## config.mk

```make
export PLATFORM = sky130hd
export DESIGN_NAME = micro_sequencer
export DESIGN_NICKNAME = d
export VERILOG_FILES = /design/src/rtl/micro_sequencer.sv
export SDC_FILE = /design/constraint.sdc
export NUM_CORES = 1
export LEC_CHECK = 0
export ABC_AREA = 1
export BUFFER_PORTS_ARGS = -buffer_cell sky130_fd_sc_hd__buf_4
export CORE_UTILIZATION = 50
export DETAILED_ROUTE_END_ITERATION = 7
export MAX_ROUTING_LAYER = met4
export PLACE_DENSITY = 0.64
export SKIP_CTS_REPAIR_TIMING = 1
export SYNTH_ARGS = -nofsm -noshare
export SYNTH_HDL_FRONTEND = slang
export SYNTH_SLANG_ARGS = --single-unit
```

## constraint.sdc

```tcl
create_clock -name clk -period 2.76 [get_ports clk]
set_input_delay 0.138 -clock clk [delete_from_list [all_inputs] [get_ports clk]]
set_output_delay 0.138 -clock clk [all_outputs]
set_load 0.02 [all_outputs]
```

## src/rtl/micro_sequencer.sv

```systemverilog
// ---------------------------------------------------------------------------
// micro_sequencer
//
// Purpose: microprogram sequencer with a writable control store and a
// writable opcode dispatch table. Each micro-instruction carries a 2-bit
// sequencing code and a NEXT address. The sequencer picks the following
// micro-address from one of these sources:
//   00 - sequential (upc+1, wrapping)
//   01 - unconditional jump to NEXT
//   10 - jump to NEXT when cond=1, otherwise sequential
//   11 - jump through dispatch[opcode]
//
// Ports:
//   clk      in   sole clock, rising edge
//   rst      in   asynchronous active-high reset of sequencing state
//   en       in   advance enable (0 = stall, state held)
//   opcode   in   OP_W     dispatch index
//   cond     in   1        branch condition
//   wr_en    in   1        table write strobe
//   wr_sel   in   1        0 = control store, 1 = dispatch table
//   wr_addr  in   WA_W     write address (low bits used)
//   wr_data  in   UIR_W    write data (low ADDR_W bits for dispatch writes)
//   upc      out  ADDR_W   address of the current micro-instruction
//   uir      out  UIR_W    current micro-instruction (registered)
//   ctrl     out  UIR_W-ADDR_W-2  control field of uir
//   valid    out  1        uir holds a fetched instruction
// ---------------------------------------------------------------------------
module micro_sequencer #(
   parameter int ADDR_W = 4,
   parameter int UIR_W  = 15,
   parameter int OP_W   = 4,
   localparam int WA_W  = (ADDR_W > OP_W) ? ADDR_W : OP_W
) (
   input  logic                      clk,
   input  logic                      rst,
   input  logic                      en,
   input  logic [OP_W-1:0]           opcode,
   input  logic                      cond,
   input  logic                      wr_en,
   input  logic                      wr_sel,
   input  logic [WA_W-1:0]           wr_addr,
   input  logic [UIR_W-1:0]          wr_data,
   output logic [ADDR_W-1:0]         upc,
   output logic [UIR_W-1:0]          uir,
   output logic [UIR_W-ADDR_W-3:0]   ctrl,
   output logic                      valid
);

   localparam int DEPTH   = 2**ADDR_W;
   localparam int N_DISP  = 2**OP_W;

   localparam logic [1:0] SEQ_INC  = 2'b00;
   localparam logic [1:0] SEQ_JMP  = 2'b01;
   localparam logic [1:0] SEQ_COND = 2'b10;

   // FILL: uir not yet loaded since reset; RUN: uir holds store[upc].
   typedef enum logic {ST_FILL = 1'b0, ST_RUN = 1'b1} state_t;

   state_t                state_reg, state_next;
   logic [ADDR_W-1:0]     upc_reg, upc_next;
   logic [UIR_W-1:0]      uir_reg, uir_next;

   logic [UIR_W-1:0]      store_mem [DEPTH];
   logic [ADDR_W-1:0]     disp_mem  [N_DISP];

   logic [1:0]            seq_field;
   logic [ADDR_W-1:0]     next_field;
   logic [ADDR_W-1:0]     upc_inc;
   logic [ADDR_W-1:0]     disp_word;
   logic                  cs_wr, disp_wr;

   // Writes are ignored while reset is held; stall does not block them.
   assign cs_wr   = wr_en && !rst && !wr_sel;
   assign disp_wr = wr_en && !rst &&  wr_sel;

   // -----------------------------------------------------------------------
   // Table storage: plain clocked arrays, untouched by reset.
   // -----------------------------------------------------------------------
   always_ff @(posedge clk) begin
      if (cs_wr)
         store_mem[wr_addr[ADDR_W-1:0]] <= wr_data;
      if (disp_wr)
         disp_mem[wr_addr[OP_W-1:0]] <= wr_data[ADDR_W-1:0];
   end

   // -----------------------------------------------------------------------
   // Field decode and next-address selection
   // -----------------------------------------------------------------------
   assign seq_field  = uir_reg[ADDR_W+1:ADDR_W];
   assign next_field = uir_reg[ADDR_W-1:0];
   assign upc_inc    = upc_reg + 1'b1;   // natural wrap at DEPTH-1

   // A dispatch entry being written on this edge is forwarded (write-first).
   always_comb begin
      disp_word = disp_mem[opcode];
      if (disp_wr && (wr_addr[OP_W-1:0] == opcode))
         disp_word = wr_data[ADDR_W-1:0];
   end

   // -----------------------------------------------------------------------
   // Sequencer state register
   // -----------------------------------------------------------------------
   always_ff @(posedge clk or posedge rst) begin
      if (rst) begin
         state_reg <= ST_FILL;
         upc_reg   <= '0;
         uir_reg   <= '0;
      end else if (en) begin
         state_reg <= state_next;
         upc_reg   <= upc_next;
         uir_reg   <= uir_next;
      end
   end

   // -----------------------------------------------------------------------
   // Next-state / fetch logic
   // -----------------------------------------------------------------------
   always_comb begin
      state_next = ST_RUN;
      upc_next   = '0;
      uir_next   = '0;

      case (state_reg)
         ST_FILL: upc_next = '0;   // first fetch is store[0], upc stays 0
         ST_RUN: begin
            case (seq_field)
               SEQ_INC:  upc_next = upc_inc;
               SEQ_JMP:  upc_next = next_field;
               SEQ_COND: upc_next = cond ? next_field : upc_inc;
               default:  upc_next = disp_word;
            endcase
         end
         default: upc_next = '0;
      endcase

      // Fetch the addressed word, forwarding a same-edge store write.
      uir_next = store_mem[upc_next];
      if (cs_wr && (wr_addr[ADDR_W-1:0] == upc_next))
         uir_next = wr_data;
   end

   assign upc   = upc_reg;
   assign uir   = uir_reg;
   assign ctrl  = uir_reg[UIR_W-1:ADDR_W+2];
   assign valid = (state_reg == ST_RUN);

endmodule

```

==> summary.md, run 1 <==
| Metric | Value |
|---|---|
| Status | `completed` |
| Grt ovf | `0` |
| First-pass GRT wire length | `57.7 mm` |
| H-tree depth | `2` |
| Pre-antenna DRT Iters | `5` |
| Worst-path fanout max | `15` |
| Worst setup SP type | `flip-flop` |
| Initial Util | `0.512` |
| Die X | `174 µm` |
| Share of the clock period used by the worst path | `0.899` |
| Mux cell area share after synthesis | `0` |
| Starting DRT DRC Count | `1056` |
| Setup TNS | `0 ns` |
| FILL cells | `2401` |
| Die Span Y | `174 µm` |
| Largest net degree at the start of global routing | `121` |
| Buffer depth of the longest clock path | `3` |
| Post-Synth Simple-Gate Area | `0.253` |
| Fin Hold WS | `0.0596 ns` |
| Post-synth ARST share | `0.0617` |
| EDFF count, synth | `304` |
| Synth top cells by count | `nand3_1 (337), edfxtp_1 (304), nand2_1 (256), inv_1 (187), nand3b_1 (87)` |
| Slew Viols, Final | `0` |
| Register bit total from synthesis | `324` |
| Seq/Total Area, Yosys | `0.652` |
| Area growth syn-to-layout | `15.0%` |
| Drt total wl | `37.9 mm` |
| Root buffer cell | `clkbuf_16` |
| # setup viols final | `0` |
| Max Cap Viol | `0` |
| Tmin final | `2.48 ns` |
| Unrepaired setup endpoints after global routing | `no` |
| Vias per cell | `5.46` |
| Fmax | `0.403 GHz` |
| Layout Nets | `1502` |
| Post-Syn Instances | `1404` |
| Synth warn | `0` |
| Crit path required time | `3.21 ns` |
| Power Density | `1080 nW/µm²` |
| Later-pin clock latency in the skew report | `0.52 ns` |
| Worst-margin pin slew | `0.800 ns` |
| # port buffers | `57` |
| Predominant post-synthesis flop cell | `edfxtp_1` |
| Post-Synth XOR/XNOR Area | `0.00347` |
| Count leader, synth | `nand3_1` |
| Cell variety after synth | `32` |
| Proportion of layout cells with a drive suffix above 1 | `0.129` |
| Antenna viol nets, final | `0` |
| Leading area contributor after synthesis | `edfxtp_1` |
| Synth Area in Adders | `0.000847` |
| Normalized max-slew margin | `0.466` |
| Crit end category | `flip-flop` |
| Largest family of logic cells by synthesized area | `simple AND/OR/NAND/NOR gates` |
| Total die area | `30200 µm²` |
| DPL Wire Length | `22.3 mm` |
| Ports | `58` |
| Mapped Area | `14800 µm²` |
| Reg clk slew, reported paths | `0.06 ns` |
| Compound-cell area share of the yosys netlist | `0.00780` |
| CTS buffer count | `35` |
| Total track usage | `0.263` |
| Number of diodes | `0` |
| Num rows | `62` |
| Num Clock Sinks | `324` |
| Leakage | `6.87 nW` |
| Max Clock Skew | `0.0155 ns` |
| Hold Fails Final Rpt | `0` |
| Worst min-delay path class | `input port to flip-flop` |
| Maximum VDD drop | `0.706 mV` |
| DR DRC count | `0` |
| Core area | `28900 µm²` |
| DR WL/cell | `20.1 µm` |
| Vias in the first global route | `9531` |
| Post-synth top area share | `0.618` |
| DR vias | `10300` |
| Initial antenna violation count | `0` |
| Worst path arrival time | `2.93 ns` |
| Syn Nets | `1434` |
| Synth top area cells | `edfxtp_1 (62%), nand3_1 (11%), nand2_1 (6.5%)` |
| CTS tree | `yes` |
| Mean Syn Cell Area | `10.5 µm²` |
| Critical path class | `flip-flop to flip-flop` |
| Flip-flop count of the largest register after layout | `240` |
| RePlAce Congestion | `0.900` |
==> worst max-delay path, stage by stage (launching register included) <==
cell     delay [ns]
dfrtp_1        0.44
a21oi_2        0.21
inv_1          0.12
or2_1          0.25
a31oi_1        0.19
nand2_2        0.12
inv_2          0.07
nand2_1        0.04
nand2_1        0.05
nand2_1        0.08
nor2_4         0.20
nand2_2        0.31
nand3_1        0.21
nand2_1        0.07
nand2_1        0.05
==> power by group <==
group	internal, mW	leakage (nW)	switching [mW]
Clock	2.84	0.552	1.85
Sequential	5.55	2.98	0.211
Combinational	2.64	3.35	5.30
==> worst paths after layout <==
check,slack [ns],from,to,depth (start not counted)
max reg2reg,0.28,uir[5],uir[12],14
min,0.06,en,uir[5],5
min in group asynchronous,0.26,rst,valid,4
max in group asynchronous,2.24,rst,valid,4
max,0.28,uir[5],uir[12],14
min reg2reg,0.56,uir[14],uir[14],2
==> area by class of cell <==
cell class,instances,area (µm²),share of cell area
clock inverter,14,184,0.0108
tap,384,480,0.0283
clock buffer,50,973,0.0573
multi-input combinational,796,3960,0.233
timing repair buffer,121,1010,0.0597
inverter,194,731,0.0430
sequential,324,9630,0.567
==> placed cells by master (no fill, tap or decap), types with 2 or more instances in the layout <==
master,n
clkbuf_16,36
xnor2_1,2
nor2_2,15
nand3_2,3
dfrtp_1,19
clkinvlp_4,2
nand3b_1,87
a21oi_2,2
inv_2,5
clkbuf_1,12
nand2_1,256
nand2_2,4
or2_0,5
nand3_1,337
nor2_4,2
or2_1,11
o21ai_0,9
a21oi_1,2
bufinv_16,4
dlygate4sd3_1,12
buf_12,6
inv_1,187
edfxtp_1,304
nor2_1,48
o21ai_1,4
buf_4,103
xor2_1,2
clkinv_1,6
clkbuf_8,2
nand2_4,2
==> through the flow <==
stage	cell area (µm²)	instances	worst slack [ns]	total power [mW]	util
finish	17000	1883	0.279	18.4	0.588
detailed placement	15700	1807	0.208	13.7	0.544
floorplan	14800	1404	0.284	11.1	-
global route	17000	1883	0.0135	19.5	0.588
CTS	16900	1871	0.313	18.4	0.584
global placement	15700	1807	0.193	13.7	0.544
==> routing by layer <==
metal | vias up | share of wire | track usage | wire [µm]
met3 | 66 | 0.084 | 0.0557 | 3170
met4 | 0 | 0.024 | 0.0764 | 916
met1 | 4911 | 0.42 | 0.358 | 16100
met5 | - | 0 | - | 0
met2 | 431 | 0.47 | 0.400 | 17700
li1 | 4869 | - | - | -
==> cell families (layout without fill, tap and decap cells) <==
logic type	after synthesis	in the layout
adders and majority gates	1	1
and+or+nand+nor	770	770
buffers and inverters	284	379
DFF	324	324
xor gates and xnor gates	5	5
AOI/OAI and AO/OA	20	20
No activity file was read; power rests on OpenSTA's default activity.
==> run 2: changes to the inputs <==
--- a/config.mk
+++ b/config.mk
@@ -7,9 +7,10 @@
 export LEC_CHECK = 0
 export ABC_AREA = 1
 export BUFFER_PORTS_ARGS = -buffer_cell sky130_fd_sc_hd__buf_4
+export CORE_MARGIN = 2
 export CORE_UTILIZATION = 50
+export CTS_BUF_LIST = sky130_fd_sc_hd__clkbuf_16
 export DETAILED_ROUTE_END_ITERATION = 7
-export MAX_ROUTING_LAYER = met4
 export PLACE_DENSITY = 0.64
 export SKIP_CTS_REPAIR_TIMING = 1
 export SYNTH_ARGS = -nofsm -noshare
==> summary.md, run 2 (same netlist as run 1, synthesis figures left out) <==
| Metric | Value |
|---|---|
| Status | `completed` |
| Reg-to-Reg Start | `uir[5]` |
| Crit-path max cell delay | `0.41 ns` |
| Critical path's slowest cell | `dfrtp_1` |
| RePlAce Congestion | `0.836` |
| Number of diodes | `0` |
| Crit path cell chain | `buf_4 > nand2_1 > o211ai_1 > nand2_4 > buf_12 > buf_12 > nand3_1 > nand3_1 > nand3_1 > nand3_1 > nand3_1 > nand2_1 > nand2_1` |
| Total track usage | `0.254` |
| Commonest non-fill, non-tap cells in the layout | `nand3_1 (337), edfxtp_1 (304), nand2_1 (256)` |
| Grt ovf | `0` |
| Proportion of layout cells with a drive suffix above 1 | `0.117` |
| Initial antenna violation count | `0` |
| Die Span Y | `176 µm` |
| Area growth syn-to-layout | `14.2%` |
| Worst min-delay path class | `input port to flip-flop` |
| Starting DRT DRC Count | `1105` |
| Flip-flop count of the largest register after layout | `240` |
| Worst path arrival time | `2.99 ns` |
| Pwr Total | `18.2 mW` |
| Tmin final | `2.57 ns` |
| Core area | `28900 µm²` |
| First-pass GRT wire length | `59.1 mm` |
| CTS buffer count | `35` |
| Switch share | `0.405` |
| CTS tree | `yes` |
| Hold path depth | `1` |
| H-tree depth | `2` |
| Setup TNS | `0 ns` |
| Crit end category | `flip-flop` |
| Root buffer cell | `clkbuf_16` |
| DR vias | `10400` |
| Logic pwr share | `0.442` |
| Antenna viol nets, final | `0` |
| DR WL/cell | `20.5 µm` |
| Critical path class | `flip-flop to flip-flop` |
| Internal power | `10.8 mW` |
| R2r endpoint | `uir[6]` |
| Maximum VDD drop | `1.11 mV` |
| Crit path buf inv count | `3` |
| Buffer depth of the longest clock path | `3` |
| Crit path required time | `3.18 ns` |
| DPL Wire Length | `22.4 mm` |
| Num Clock Sinks | `324` |
| Power Density | `1080 nW/µm²` |
| Crit-path most repeated cell | `nand3_1` |
| P_sw | `7.37 mW` |
| Hold wc startpoint | `wr_data[1]` |
| Largest net degree at the start of global routing | `79` |
| Leakage | `6.90 nW` |
| Worst setup SP type | `flip-flop` |
| Die X | `176 µm` |
| Worst-path fanout max | `45` |
| Pre-antenna DRT Iters | `7` |
| Initial Util | `0.512` |
| # setup viols final | `0` |
| DR DRC count | `0` |
| Max Cap Viol | `0` |
| Worst R2R Setup Slack | `0.19 ns` |
| Worst hold endpoint | `disp_mem[12][1]` |
| Max Clock Skew | `0.0328 ns` |
| Worst reg2reg path depth | `13` |
| Reg clk slew, reported paths | `0.06 ns` |
| Fmax | `0.389 GHz` |
| Seq pwr share | `0.316` |
| Normalized max-slew margin | `0.376` |
| # port buffers | `57` |
| Commonest non-fill, non-tap cell in the layout | `nand3_1` |
| Crit-path leading delay family | `simple AND/OR/NAND/NOR gates` |
| Vias in the first global route | `9829` |
| Total die area | `30900 µm²` |
| Layout Nets | `1502` |
| Later-pin clock latency in the skew report | `0.53 ns` |
| Clk network pwr share | `0.242` |
| Final Core Density | `0.584` |
| Share of the clock period used by the worst path | `0.932` |
| Worst-margin pin slew | `0.936 ns` |
| Stages on worst setup path | `13` |
| Ports | `58` |
| Slew Viols, Final | `0` |
| Drt total wl | `38.5 mm` |
| Hold Fails Final Rpt | `0` |
| Num rows | `62` |
| Vias per cell | `5.53` |
-- run 2: metrics by stage --
stage	cell area [µm²]	hold slack (ns)	setup WS (ns)	instances
floorplan	14800	0.0318	0.284	1404
global placement	15700	0.264	0.158	1806
detailed placement	15700	0.277	0.158	1806
CTS	16700	-0.279	0.236	1870
global route	16900	0.0744	-0.00688	1883
finish	16900	0.0691	0.188	1883
-- run 2: how the worst max path moves through the flow --
stage             end  startpoint
6_report       uir[6]      uir[5]
4_1_cts        uir[6]      uir[5]
3_3_place_gp   uir[2]   opcode[1]
3_5_place_dp   uir[6]   opcode[0]
5_1_grt        uir[1]         rst
2_1_floorplan  uir[5]         rst
-- run 2: power groups by stage --
stage               logic, mW  clock network [mW]  registers (mW)
CTS                      7.97                4.47            5.75
global placement         7.86                   0            5.85
finish                   8.04                4.41            5.75
global route             8.85                4.65            5.76
detailed placement       7.92                   0            5.85
floorplan                5.21                   0            5.94
-- run 2: final cells by class --
class	instances	area, µm²
clock buffer	36	901
timing repair buffer	121	1010
clock inverter	28	184
fill	2471	12000
sequential	324	9630
multi-input combinational	796	3920
inverter	194	731
tap	384	480
-- run 2: layer usage --
layer  share of wire  vias to the layer above  wire length, µm  track usage
met3           0.069                       60             2670       0.0422
li1                -                     4873                -            -
met1            0.44                     5098            16800        0.358
met4           0.023                        0              876       0.0637
met2            0.47                      376            18200        0.414
met5               0                        -                0            0
-- run 2: worst reg2reg max path: cells and delay by family, from the launching register on --
family | cells | cell delay [ns]
simple gates | 9 | 1.11
buf+inv | 3 | 0.67
flops | 1 | 0.41
compound gates | 1 | 0.28
